`src/rtl/hpdmc_pkg.sv`:
```
// Shared HPDMC definitions: init FSM states, SDRAM command encodings and
// mode-register field values.
package hpdmc_pkg;

    typedef enum logic [3:0] {
        ST_PWRUP      = 4'd0,
        ST_CKEON      = 4'd1,
        ST_PRE1       = 4'd2,
        ST_EMRS       = 4'd3,
        ST_MRS_DLLRST = 4'd4,
        ST_PRE2       = 4'd5,
        ST_AREF1      = 4'd6,
        ST_AREF2      = 4'd7,
        ST_MRS        = 4'd8,
        ST_DLLWAIT    = 4'd9,
        ST_DONE       = 4'd10
    } hpdmc_state_t;

    // Commands as {cs_n, ras_n, cas_n, we_n}
    localparam logic [3:0] CMD_DESEL = 4'b1111;
    localparam logic [3:0] CMD_NOP   = 4'b0111;
    localparam logic [3:0] CMD_PRE   = 4'b0010;
    localparam logic [3:0] CMD_AREF  = 4'b0001;
    localparam logic [3:0] CMD_MRS   = 4'b0000;

    // Mode register fields
    localparam logic [2:0]  MRS_BL4    = 3'b010;
    localparam logic [2:0]  MRS_CL2    = 3'b010;
    localparam logic [2:0]  MRS_CL3    = 3'b011;
    localparam logic [12:0] ADR_PREALL = 13'd1024;
    localparam logic [1:0]  BA_EMRS    = 2'b01;

    // MRS word: burst length 4, sequential, CAS latency, optional DLL reset
    function automatic logic [12:0] mrs_word(input logic cl3, input logic dll_rst);
        return {4'b0000, dll_rst, 1'b0, (cl3 ? MRS_CL3 : MRS_CL2), 1'b0, MRS_BL4};
    endfunction

endpackage

```
`src/rtl/hpdmc_downcounter.sv`:
```
// 16-bit loadable down-counter; done is high while the count is zero.
module hpdmc_downcounter #(
    parameter logic [15:0] rst_val = 16'd0
) (
    input  logic        clk,
    input  logic        rst_n,
    input  logic        load,
    input  logic [15:0] value,
    input  logic        en,
    output logic        done
);

    logic [15:0] count;

    // Load has priority; decrement stops at zero.
    always_ff @(posedge clk or negedge rst_n) begin
        if (!rst_n)
            count <= rst_val;
        else if (load)
            count <= value;
        else if (en && count != 16'd0)
            count <= count - 16'd1;
    end

    assign done = (count == 16'd0);

endmodule

```
`src/rtl/hpdmc_initseq.sv`:
```
// DDR SDRAM power-up init sequencer; owns the command bus until init_done,
// then passes the scheduler's bus straight through.
module hpdmc_initseq
    import hpdmc_pkg::*;
#(
    parameter int unsigned init_wait = 20000,
    parameter int unsigned dll_wait  = 200
) (
    input  logic        sys_clk,
    input  logic        sdram_rst_n,
    input  logic        init_restart,
    input  logic [2:0]  tim_rp,
    input  logic [1:0]  tim_mrd,
    input  logic [3:0]  tim_rfc,
    input  logic        tim_cas,
    input  logic        sched_cs_n,
    input  logic        sched_we_n,
    input  logic        sched_cas_n,
    input  logic        sched_ras_n,
    input  logic [12:0] sched_adr,
    input  logic [1:0]  sched_ba,
    output logic        sdram_cke,
    output logic        sdram_cs_n,
    output logic        sdram_we_n,
    output logic        sdram_cas_n,
    output logic        sdram_ras_n,
    output logic [12:0] sdram_adr,
    output logic [1:0]  sdram_ba,
    output logic        init_done
);

    hpdmc_state_t state, state_nx;
    logic [3:0]   cmd, cmd_nx;
    logic [12:0]  adr, adr_nx;
    logic [1:0]   ba, ba_nx;
    logic         cke_nx, done_nx;
    logic         cnt_load, cnt_dec, cnt_done;
    logic [15:0]  cnt_val;

    // Counter resets to the power-up wait so PWRUP needs no load cycle.
    hpdmc_downcounter #(
        .rst_val (16'(init_wait))
    ) u_cnt (
        .clk   (sys_clk),
        .rst_n (sdram_rst_n),
        .load  (cnt_load),
        .value (cnt_val),
        .en    (cnt_dec),
        .done  (cnt_done)
    );

    // State and registered init command/address/bank/CKE.
    always_ff @(posedge sys_clk or negedge sdram_rst_n) begin
        if (!sdram_rst_n) begin
            state     <= ST_PWRUP;
            cmd       <= CMD_DESEL;
            adr       <= 13'd0;
            ba        <= 2'd0;
            sdram_cke <= 1'b0;
            init_done <= 1'b0;
        end else begin
            state     <= state_nx;
            cmd       <= cmd_nx;
            adr       <= adr_nx;
            ba        <= ba_nx;
            sdram_cke <= cke_nx;
            init_done <= done_nx;
        end
    end

    // Next state: a state's command is issued on entry together with the
    // counter load; the state then idles until the counter reads zero.
    always_comb begin
        state_nx = state;
        cmd_nx   = sdram_cke ? CMD_NOP : CMD_DESEL;
        adr_nx   = 13'd0;
        ba_nx    = 2'd0;
        cke_nx   = sdram_cke;
        done_nx  = init_done;
        cnt_load = 1'b0;
        cnt_val  = 16'd0;
        cnt_dec  = 1'b0;
        case (state)
            ST_PWRUP: begin
                if (cnt_done) begin
                    state_nx = ST_CKEON;
                    cke_nx   = 1'b1;
                    cmd_nx   = CMD_NOP;
                end else
                    cnt_dec = 1'b1;
            end
            ST_CKEON: begin
                state_nx = ST_PRE1;
                cmd_nx   = CMD_PRE;
                adr_nx   = ADR_PREALL;
                cnt_load = 1'b1;
                cnt_val  = {13'd0, tim_rp};
            end
            ST_PRE1: begin
                if (cnt_done) begin
                    state_nx = ST_EMRS;
                    cmd_nx   = CMD_MRS;
                    ba_nx    = BA_EMRS;
                    cnt_load = 1'b1;
                    cnt_val  = {14'd0, tim_mrd};
                end else
                    cnt_dec = 1'b1;
            end
            ST_EMRS: begin
                if (cnt_done) begin
                    state_nx = ST_MRS_DLLRST;
                    cmd_nx   = CMD_MRS;
                    adr_nx   = mrs_word(tim_cas, 1'b1);
                    cnt_load = 1'b1;
                    cnt_val  = {14'd0, tim_mrd};
                end else
                    cnt_dec = 1'b1;
            end
            ST_MRS_DLLRST: begin
                if (cnt_done) begin
                    state_nx = ST_PRE2;
                    cmd_nx   = CMD_PRE;
                    adr_nx   = ADR_PREALL;
                    cnt_load = 1'b1;
                    cnt_val  = {13'd0, tim_rp};
                end else
                    cnt_dec = 1'b1;
            end
            ST_PRE2: begin
                if (cnt_done) begin
                    state_nx = ST_AREF1;
                    cmd_nx   = CMD_AREF;
                    cnt_load = 1'b1;
                    cnt_val  = {12'd0, tim_rfc};
                end else
                    cnt_dec = 1'b1;
            end
            ST_AREF1: begin
                if (cnt_done) begin
                    state_nx = ST_AREF2;
                    cmd_nx   = CMD_AREF;
                    cnt_load = 1'b1;
                    cnt_val  = {12'd0, tim_rfc};
                end else
                    cnt_dec = 1'b1;
            end
            ST_AREF2: begin
                if (cnt_done) begin
                    state_nx = ST_MRS;
                    cmd_nx   = CMD_MRS;
                    adr_nx   = mrs_word(tim_cas, 1'b0);
                    cnt_load = 1'b1;
                    cnt_val  = 16'(dll_wait);
                end else
                    cnt_dec = 1'b1;
            end
            // MRS and DLLWAIT share the same DLL-lock countdown.
            ST_MRS, ST_DLLWAIT: begin
                if (cnt_done) begin
                    state_nx = ST_DONE;
                    done_nx  = 1'b1;
                end else begin
                    state_nx = ST_DLLWAIT;
                    cnt_dec  = 1'b1;
                end
            end
            ST_DONE: begin
                // Re-run skips power-up: CKE stays high, PRE1 follows after one NOP.
                if (init_restart) begin
                    state_nx = ST_CKEON;
                    done_nx  = 1'b0;
                end
            end
            default: state_nx = ST_PWRUP;
        endcase
    end

    assign sdram_cs_n  = init_done ? sched_cs_n  : cmd[3];
    assign sdram_ras_n = init_done ? sched_ras_n : cmd[2];
    assign sdram_cas_n = init_done ? sched_cas_n : cmd[1];
    assign sdram_we_n  = init_done ? sched_we_n  : cmd[0];
    assign sdram_adr   = init_done ? sched_adr   : adr;
    assign sdram_ba    = init_done ? sched_ba    : ba;

endmodule

```
`config.mk`:
```
export PLATFORM = sky130hd
export DESIGN_NAME = hpdmc_initseq
export DESIGN_NICKNAME = d
export VERILOG_FILES = /design/src/rtl/hpdmc_pkg.sv /design/src/rtl/hpdmc_downcounter.sv /design/src/rtl/hpdmc_initseq.sv
export SDC_FILE = /design/constraint.sdc
export NUM_CORES = 1
export LEC_CHECK = 0
export BUFFER_PORTS_ARGS = -buffer_cell sky130_fd_sc_hd__buf_2
export CAP_MARGIN = 30
export CORE_UTILIZATION = 40
export CTS_BUF_LIST = sky130_fd_sc_hd__clkbuf_8
export DETAILED_ROUTE_END_ITERATION = 8
export HOLD_SLACK_MARGIN = 0.02
export PLACE_DENSITY_LB_ADDON = 0.2
export SYNTH_ARGS = -nofsm -noshare
export SYNTH_HDL_FRONTEND = slang
export SYNTH_SLANG_ARGS = --single-unit
```
`constraint.sdc`:
```
create_clock -name sys_clk -period 5.4 [get_ports sys_clk]
set_clock_uncertainty 0.05 [all_clocks]
set_input_delay 1.08 -clock sys_clk [delete_from_list [all_inputs] [get_ports sys_clk]]
set_output_delay 1.08 -clock sys_clk [all_outputs]
set_load 0.02 [all_outputs]
```
Word level (Yosys, flattened, before mapping)
Index checks and enable logic that the tools add are counted.
{ "totals": {"wordCells": 85, "output_inout_bits": 21, "regBits": 41} }
{ "op_classes": {"addsub": 1, "reduce_logical": 15, "muxes": 43, "n_eq_ne": 19} }
{ "ops": {"columns": ["op", "n"], "rows": [
  ["two-way mux 4 bit", 14],
  ["case mux 11 bit (4 select lines)", 1],
  ["case mux 4 bit (10 select lines)", 1],
  ["case mux 8 bit (5 select lines)", 1],
  ["two-way mux 16 bit", 2],
  ["case mux 4 bit (5 select lines)", 1],
  ["inequality test 2 bit, second input constant", 9],
  ["== test 4 x 3 -> 1 bit, second input constant", 4],
  ["logical NOT 16 bit", 1],
  ["nonzero test 16 bit", 1],
  ["subtractor 16 x 1 -> 16 bit, second input constant", 1],
  ["two-way mux 13 bit", 1],
  ["== test 4 bit, second input constant", 3],
  ["two-way mux 1 bit", 12],
  ["two-way mux 11 bit", 1],
  ["two-way mux 9 bit", 1],
  ["OR reduction 9 bit", 1],
  ["== test 4 x 2 -> 1 bit, second input constant", 2],
  ["two-way mux 8 bit", 1],
  ["AND reduction 8 bit", 1],
  ["two-way mux 2 bit", 3],
  ["two-way mux 6 bit", 1],
  ["OR reduction 2 bit", 3],
  ["OR reduction 6 bit", 1],
  ["other kinds (9)", 11]
]} }

Logic depth before layout (Yosys ltp)
Gate-level depths: netlist (run 1).
{ "logic_depth": {"word_depth": 6, "depth_mapped": 8, "mapped_depth_nobuf": 8} }

Hierarchy
Synthesis (run 1) repeated with hierarchy kept, for this count alone.
{ "hier_totals": {"cells_unflattened": 240, "area_unflattened_um2": 2130.8} }
{ "by_module_without_submodules": {"columns": ["mod", "cells_each", "area_per_inst_um2", "seq_area_each_um2", "instances"], "rows": [
  ["hpdmc_downcounter", 124, 1069.8, 406.6, 1],
  ["hpdmc_initseq", 116, 1061.0, 380.4, 1]
]} }

Worst setup path before layout (run 1)
Ideal clock, no wire load.
{ "synth_path": {"path_kind": "input to output", "start": "input port sched_adr[10]", "end": "output port sdram_adr[10]", "t_required_ps": 4270, "path_stages": 1, "path_slack_ps": 2885, "n_path_buf": 0, "arrival_time_ps": 1385, "path_cell_list": "mux2_2"} }
{ "synth_between": {"elab_chain_len": 1} }
{ "synth_lines": {"columns": ["element", "line", "source"], "rows": [
  ["start: declaration", "hpdmc_initseq.sv:20", "input logic [12:0] sched_adr,"],
  ["two-way mux 13 bit", "hpdmc_initseq.sv:182", "assign sdram_adr = init_done ? sched_adr : adr;"],
  ["end: declaration", "hpdmc_initseq.sv:27", "output logic [12:0] sdram_adr,"]
]} }
No other way between the ends.

Worst setup path after layout (run 1)
{ "layout_path": {"start": "register u_cnt.count[0]", "end": "register u_cnt.count[2]"} }
{ "layout_between": {"elab_chain_len": 5} }
{ "layout_lines": {"columns": ["element", "line", "source"], "rows": [
  ["start: declaration", "hpdmc_downcounter.sv:13", "logic [15:0] count;"],
  ["start signal: assignment", "hpdmc_downcounter.sv:18", "count <= rst_val;"],
  ["start signal: assignment", "hpdmc_downcounter.sv:20", "count <= value;"],
  ["start signal: assignment", "hpdmc_downcounter.sv:22", "count <= count - 16'd1;"],
  ["parallel branches: the longest is 5 deep, another holds subtractor 16 x 1 -> 16 bit", null, null]
]} }
Several ways; the timed one is not identified. The select of a mux whose other input is x is not followed.
A chain may end at the register's enable or synchronous reset.

==> results of run 1 <==
power groups by stage:
stage               sequential (W)  clock [W]  combinational [W]
global route              0.000455   0.000201           0.000400
floorplan                 0.000388          0           0.000305
CTS                       0.000436   0.000191           0.000362
detailed placement        0.000438          0           0.000361
finish                    0.000436   0.000185           0.000361
global placement          0.000436          0           0.000357
worst max-delay path, stage by stage (launching register included):
cell and delay [ns]:
dfrtp_1 0.41, inv_1 0.07, ha_1 0.21, nor4b_2 0.32, nand4_2 0.43, o31ai_4 0.70, inv_2 0.17, a22oi_1 0.21
nor3_1 0.08
placed cells by master (no fill, tap or decap), types with 2 or more instances in the layout:
master	count
a21oi_1	20
a21oi_2	2
a31oi_1	4
and2_1	11
buf_2	52
clkbuf_8	5
clkinvlp_4	2
dfrtp_1	22
dfstp_2	9
inv_1	6
mux2_2	8
nand2_1	25
nand2b_1	4
nand3_1	6
nand4_1	4
nand4b_1	3
nor2_1	24
nor2b_1	4
nor3_1	9
nor4_1	3
o211ai_1	2
o21a_1	2
o21ai_0	12
o22ai_1	3
or2_2	2
or3_1	10
xor2_1	5
layout make-up:
cell class                      count  area (sq um)
Fill cell                         487          2380
Multi-Input combinational cell    188          1160
Sequential cell                    31           787
Timing Repair Buffer               52           260
Tap cell                           67          83.8
Clock buffer                        5          68.8
Inverter                            7          26.3
Clock inverter                      3          20.0
routing by layer:
layer	vias up	share of wire (%)	global-route usage (%)
li1	952	-	-
met1	881	49	28.7
met2	65	44	28.4
met3	5	6.1	4.42
met4	0	1.5	7.19
met5	-	0	0
per-stage QoR:
step | cells | setup slack (ns) | utilization (%) | cell area [sq um] | power (W)
finish | 353 | 2.63 | 50.2 | 2400 | 0.000983
global route | 353 | 2.39 | 50.2 | 2400 | 0.00105
CTS | 353 | 2.63 | 50.2 | 2400 | 0.000989
detailed placement | 345 | 2.65 | 48.4 | 2310 | 0.000799
global placement | 345 | 2.69 | 48.4 | 2310 | 0.000793
floorplan | 240 | 2.88 | - | 2030 | 0.000693
kinds of logic (layout without fill, tap and decap cells):
group | Yosys count | after routing | share of synthesized area, %
adders and majority gates | 2 | 2 | 1.11
and+or+nand+nor | 117 | 117 | 31.9
xor gates and xnor gates | 5 | 5 | 2.16
buffers and inverters | 21 | 67 | 4.07
AOI/OAI and AO/OA | 56 | 56 | 17.5
muxes | 8 | 8 | 4.44
DFF | 31 | 31 | 38.8
state kept, by name, indices dropped and copies added, names as in the netlist:
name / count
adr: 4
ba: 1
cmd: 4
init_done: 1
sdram_cke: 1
state: 4
u_cnt.count: 16
worst max path at each step:
stage | start | depth (start not counted) | endpoint
5_1_grt | u_cnt.count[0] | 8 | u_cnt.count[2]
3_5_place_dp | u_cnt.count[0] | 8 | u_cnt.count[2]
3_3_place_gp | sched_adr[10] | 3 | sdram_adr[10]
6_report | u_cnt.count[0] | 8 | u_cnt.count[2]
4_1_cts | init_done | 2 | sdram_ras_n
2_1_floorplan | sched_adr[10] | 1 | sdram_adr[10]
==> impl_metrics.toml, run 1 <==
[yosys]
syn_nets = 273
ys_top_cells_by_area = "dfrtp_1 27%, dfstp_2 12%, a21oi_1 4.9%, nand2_1 4.6%, mux2_2 4.4%"
yosysTopAreaCell = "dfrtp_1"
async_flop_share_pct = 100
yosysTopAreaCellShare_pct = 27.2
ys_ff_latch = 31
ys.flop_type = "dfrtp_1"
yosysWarnings = 0
post-synth-top-count-cell = "nand2_1"
synth_edf_count = 0
syn_area_per_cell_sq_um = 8.45
ys_seq_area_share_pct = 38.8
syn_area_sq_mm = 0.00203
yosys.cell_types.count = 52
synthTopCellsByCount = "25 x nand2_1, 24 x nor2_1, 22 x dfrtp_1"
postSynthCellCount = 240

[setup_path]
start_kind = "flip-flop"
critPathKind = "reg -> reg"
cp_max_fo = 17
rr_worst_depth = 8
rrSetupSlack_ns = 2.63
end_kind = "flip-flop"
r2r_end = "u_cnt.count[2]"
required_ns = 5.52
r2r-start = "u_cnt.count[0]"
arrival_ns = 2.89

[global_route]
grt_pass1_vias = 1619
grt_pass1_wl_um = 7990
overflow = 0
antenna_found_initial = 0
track_usage_pct = 19.7
grt_max_degree = 32

[pwr]
internal_power_w = 0.000576
p_sw_share_pct = 41.3
leakagePower_nw = 1.05
max-vdd-ir-drop_mv = 0.235
power_switching_w = 0.000406
pwr-share-clk_pct = 18.9
p_comb_share_pct = 36.7
p_seq_share_pct = 44.4
power-per-cell-area_mw_per_mm2 = 409

[timing]
max_slew_margin_pct = 54.2
finalMaxSlewViolations = 0
hold_viol = 0
period_share_pct = 51.3
finalHoldWorstSlack_ns = 0.376
tns_ns = 0
setup_viol = 0
rsz0062_at_grt = "false"
fmax_ghz = 0.361
min_period_ns = 2.77
tightest_slew_ns = 0.687

[clocking]
cts_max_path_buffers = 2
post-cts-setup-buffers = 0
cts_tree = "built"
cts_resized = 0
cts_htree_levels = 2
clkLatencyLatePin_ns = 0.29
cts_buffers = 5
cts.sinks = 31
cts_hold_buf = 0
cts_root_buffer = "clkbuf_8"
clk_pin_slew_ns = 0.08

[die]
die_height_um = 73.2
die_x_um = 73.2
io-pin-count = 53
dieArea_sq_mm = 0.00536
core_area_sq_mm = 0.00479
start_util_pct = 42.4
num_rows = 25

[placement]
place_hpwl_um = 3560
gp_congestion = 0.848
io_buffer_count = 52

[outcome]
status = "complete, no violations"

[drt]
drc = 0
routed_via_density = 5.39
wl_per_cell_um = 14.0
drt_wl_total_um = 4950
drtIter0Drc = 88
num_vias = 1903
drtPass1Iterations = 4
antenna_left = 0

[hold_path]
hold-path-cell-count = 1
holdPathEnd = "cmd[3]"
hold_path_class = "reg -> reg"
hold_start = "sdram_cke"

[layout]
diodes = 0
drive_gt1_share_pct = 31.5
layout.nets = 318
areaGrowthSynthToFinish_pct = 18.6

[run]
max_cap_violations = 0
Note: power is estimated with default switching activity, not from simulation.
==> run 2: changes to the inputs <==
==> constraint.sdc (replaced) <==
create_clock -name sys_clk -period 2.3 [get_ports sys_clk]
set_clock_uncertainty 0.05 [all_clocks]
set_input_delay 0.46 -clock sys_clk [delete_from_list [all_inputs] [get_ports sys_clk]]
set_output_delay 0.46 -clock sys_clk [all_outputs]
set_load 0.02 [all_outputs]
==> run 2 against run 1 <==
Die area unchanged. Clock-buffer cell count increased by 1. Non-clock buffer count increased by 15. Clock power increased to 3.0 times the previous value. Design area increased by 6.6%. Worst hold slack got worse by 0.22 ns. Global-route usage increased by 0.29 points. Sequential power increased by 130%. Core utilization increased by 3.3 points. Worst setup slack got worse by 2.5 ns.
==> impl_metrics.toml, run 2 (synthesized netlist as in run 1, its figures left out) <==
[timing]
hold_viol = 0
min_period_ns = 2.15
finalMaxSlewViolations = 0
tns_ns = 0
setup_viol = 0
tightest_slew_ns = 0.709
fmax_ghz = 0.466
period_share_pct = 93.3
max_slew_margin_pct = 52.7

[clocking]
clk_pin_slew_ns = 0.07
cts_htree_levels = 2
cts_hold_buf = 0
cts_buffers = 5
clkLatencyLatePin_ns = 0.29
cts_max_path_buffers = 2
cts_root_buffer = "clkbuf_8"
cts_tree = "built"
cts.sinks = 31

[drt]
drtIter0Drc = 166
routed_via_density = 5.38
wl_per_cell_um = 13.6
drc = 0
drt_wl_total_um = 5010
num_vias = 1980
drtPass1Iterations = 5
antenna_left = 0

[global_route]
grt_max_degree = 32
grt_pass1_vias = 1658
grt_pass1_wl_um = 8050
antenna_found_initial = 0
overflow = 0
track_usage_pct = 20.0

[setup_path]
arrival_ns = 2.27
critPathKind = "reg -> reg"
cp_max_fo = 5
rrSetupSlack_ns = 0.15
end_kind = "flip-flop"
required_ns = 2.42
r2r_end = "u_cnt.count[12]"
r2r-start = "u_cnt.count[0]"
start_kind = "flip-flop"
rr_worst_depth = 7

[die]
die_height_um = 73.2
io-pin-count = 53
die_x_um = 73.2
start_util_pct = 42.4
core_area_sq_mm = 0.00479
dieArea_sq_mm = 0.00536
num_rows = 25

[outcome]
status = "complete, no violations"

[layout]
largest-register = "u_cnt.count"
diodes = 0
final_util_pct = 53.5
layout.nets = 333
final_common_cell = "buf_2"
mostFrequentLayoutCells = "52 x buf_2, 25 x nand2_1, 24 x nor2_1"
largest_reg_flops = 16
areaGrowthSynthToFinish_pct = 26.4
drive_gt1_share_pct = 35.5

[placement]
place_hpwl_um = 3740
io_buffer_count = 52
gp_congestion = 0.884

[pwr]
leakagePower_nw = 1.15
max-vdd-ir-drop_mv = 0.486
power-per-cell-area_mw_per_mm2 = 973

[run]
max_cap_violations = 0

[hold_path]
hold_path_class = "in -> async"
==> run 2: what timing repair did <==
| item | in CTS | in global routing |
|---|---|---|
| resized for setup | 0 | 3 |
| setup endpoints to repair | 0 | 8 |
| buffers inserted | 0 | 3 |
==> run 2: how the worst max path moves through the flow <==
| stage | startpoint | endpoint | slack (ns) |
|---|---|---|---|
| after floorplan | u_cnt.count[0] | u_cnt.count[10] | 0.33 |
| after global placement | u_cnt.count[0] | u_cnt.count[1] | 0.13 |
| after detailed placement | u_cnt.count[0] | u_cnt.count[10] | 0.1 |
| after CTS | u_cnt.count[0] | u_cnt.count[10] | 0.08 |
| after global routing | u_cnt.count[0] | u_cnt.count[2] | -0.008 |
| final | u_cnt.count[0] | u_cnt.count[12] | 0.15 |
==> run 2: final cells by class <==
type,count,area (sq um)
multi-input combinational,188,1170
sequential,31,787
tap,67,83.8
fill,453,2220
clock buffer,6,82.6
timing repair buffer,67,373
clock inverter,2,35.0
inverter,7,26.3
==> run 2: report_power, final <==
part	total, W	switching [W]	internal (W)
Combinational	0.000914	0.000473	0.000441
Clock	0.000561	0.000211	0.000350
Sequential	0.00102	0.000275	0.000742
==> run 2: metrics by stage <==
| step | cells | setup WS, ns | hold slack (ns) | area (sq um) | total power, W |
|---|---|---|---|---|---|
| after global placement | 357 | 0.134 | 0.356 | 2400 | 0.00191 |
| after CTS | 365 | 0.0833 | 0.182 | 2520 | 0.00250 |
| after global routing | 368 | -0.00776 | 0.219 | 2560 | 0.00268 |
| after floorplan | 240 | 0.329 | 0.114 | 2030 | 0.00163 |
| final | 368 | 0.154 | 0.157 | 2560 | 0.00249 |
| after detailed placement | 357 | 0.100 | 0.385 | 2400 | 0.00193 |
==> run 2: routing by layer <==
metal	global-route usage, %	vias up	part of all wire, %
met5	0	-	0
li1	-	987	-
met3	3.73	7	6.5
met1	28.9	902	47
met2	28.8	84	45
met4	8.93	0	1.4
==> run 2: worst max-delay path, stage by stage (launching register included) <==
cell and delay, ns:
dfrtp_1 0.40, inv_1 0.07, ha_1 0.22, or4b_1 0.51, nor4_1 0.39, nand4_1 0.16
xor2_1 0.17, nor2_1 0.05
==> run 3: changes to the inputs <==
--- a/config.mk
+++ b/config.mk
@@ -7,11 +7,11 @@
 export LEC_CHECK = 0
 export BUFFER_PORTS_ARGS = -buffer_cell sky130_fd_sc_hd__buf_2
 export CAP_MARGIN = 30
-export CORE_UTILIZATION = 40
+export CORE_UTILIZATION = 47
 export CTS_BUF_LIST = sky130_fd_sc_hd__clkbuf_8
 export DETAILED_ROUTE_END_ITERATION = 8
 export HOLD_SLACK_MARGIN = 0.02
-export PLACE_DENSITY_LB_ADDON = 0.2
+export PLACE_DENSITY = 0.75
 export SYNTH_ARGS = -nofsm -noshare
 export SYNTH_HDL_FRONTEND = slang
 export SYNTH_SLANG_ARGS = --single-unit
==> run 3 against run 2 <==
First-iteration DRC count fell by 40%. Clock-buffer cell count is 1 lower. Flip-flop and latch count is the same. Final cell count is 4.6% lower. Critical path depth did not move. Largest cell class unchanged.
==> impl_metrics.toml, run 3 (synthesized netlist as in run 1, its figures left out) <==
[layout]
final_common_cell = "buf_2"
layout.nets = 333
largest_reg_flops = 16
fill_cells = 342
fin_area_sq_mm = 0.00251
drive_gt1_share_pct = 35.5
mostFrequentLayoutCells = "52 x buf_2, 25 x nand2_1, 24 x nor2_1"
diodes = 0
multiInputGateArea_sq_mm = 0.00117
seq_area_sq_um = 787
areaGrowthSynthToFinish_pct = 23.7
largest-register = "u_cnt.count"

[die]
die_height_um = 67.7
io-pin-count = 53
dieArea_sq_mm = 0.00458
die_x_um = 67.7
num_rows = 23
core_area_sq_mm = 0.00406
start_util_pct = 50.0

[clocking]
cts_root_buffer = "clkbuf_8"
cts_tree = "built"
cts.sinks = 31
clk_pin_slew_ns = 0.07
clkLatencyLatePin_ns = 0.29
cts_buffers = 5
cts_hold_buf = 0
cts_max_path_buffers = 2
cts_htree_levels = 2

[hold_path]
hold_path_class = "in -> async"

[timing]
rsz0062_at_grt = "false"
min_period_ns = 2.11
setup_viol = 0
finalMaxSlewViolations = 0
hold_viol = 0
finalHoldWorstSlack_ns = 0.151
max_slew_margin_pct = 55.8
fmax_ghz = 0.474
tightest_slew_ns = 0.664
period_share_pct = 91.8
tns_ns = 0

[drt]
antenna_left = 0
met3_length_um = 445
drt_wl_total_um = 4840
wl_met1_um = 2100
met2WireLength_um = 2200
num_vias = 1966
routed_via_density = 5.60
wl_per_cell_um = 13.8
drc = 0
drtPass1Iterations = 4
top_layer_used = "met4"
drtIter0Drc = 100

[pwr]
power-per-cell-area_mw_per_mm2 = 940
leakagePower_nw = 1.14
max-vdd-ir-drop_mv = 0.515

[setup_path]
r2r-start = "u_cnt.count[0]"
required_ns = 2.47
end_kind = "flip-flop"
cp_max_fo = 5
cp-startpoint = "u_cnt.count[0]"
arrival_ns = 2.28
critPathKind = "reg -> reg"
start_kind = "flip-flop"

[outcome]
status = "complete, no violations"

[global_route]
antenna_found_initial = 0
track_usage_pct = 23.7
grt_pass1_wl_um = 7940
grt_pass1_vias = 1797
grt_max_degree = 32
overflow = 0

[placement]
gp_congestion = 0.906
post_dp_cell_area_sq_mm = 0.00240
io_buffer_count = 52
place_hpwl_um = 3660

[run]
max_cap_violations = 0
==> run 3: cell count changes in the layout (fill, tap and decap cells not counted) <==
cell       delta
nor4b_2       -1
a21oi_4       -1
clkinv_2      +2
a21oi_2       +1
bufinv_16     -1
nor4b_4       +1
clkbuf_8      -1
==> run 3: path summary, 6_finish.rpt <==
path,to,slack (ns),cells past startpoint
max in group asynchronous,adr[10],1.61,1
hold reg to reg,cmd[3],0.40,1
hold / removal,state[2],0.15,1
setup reg to reg,u_cnt.count[10],0.19,7
min in group sys_clk,adr[4],0.34,2
setup / recovery,u_cnt.count[10],0.19,7
==> run 3: critical path: stages, from the launching register on <==
cell and delay (ns):
dfrtp_1 0.40, inv_1 0.07, ha_1 0.23, or4b_1 0.53, nor3_2 0.22, nand2_1 0.09
or3_1 0.31, a21oi_1 0.15
==> run 3: metal layers <==
layer	track usage (%)	vias up
met5	0	-
met4	11.4	0
met2	37.6	103
met3	5.91	10
li1	-	982
met1	29.8	871
==> run 3: where the power goes <==
part / internal, W / total, W / leakage [nW] / switching [W]
clock network: 0.000206 / 0.000405 / 0.0477 / 0.000199
logic: 0.000450 / 0.000951 / 0.723 / 0.000501
registers: 0.000743 / 0.00100 / 0.371 / 0.000259
total: 0.00140 / 0.00236 / 1.14 / 0.000958
==> run 3: metrics by stage <==
step / instances / worst slack, ns / utilization [%] / power, W
3_3_place_gp: 342 / 0.143 / 59.1 / 0.00190
2_1_floorplan: 240 / 0.329 / - / 0.00163
6_report: 351 / 0.189 / 61.8 / 0.00236
4_1_cts: 350 / 0.0558 / 61.2 / 0.00235
3_5_place_dp: 342 / 0.0989 / 59.1 / 0.00193
5_1_grt: 351 / 0.00173 / 61.8 / 0.00253
==> run 3: area by class of cell <==
type / instances / area share [%]
Inverter: 7 / 1.05
Multi-Input combinational cell: 188 / 46.9
Clock buffer: 5 / 2.74
Sequential cell: 31 / 31.4
Clock inverter: 3 / 0.599
Timing Repair Buffer: 67 / 14.9
Tap cell: 50 / 2.50
==> run 3: what timing repair did <==
item	CTS	global route
resized for setup	0	3
endpoints found under the setup margin	0	9
hold endpoints to repair	0	0
buffers inserted	0	1
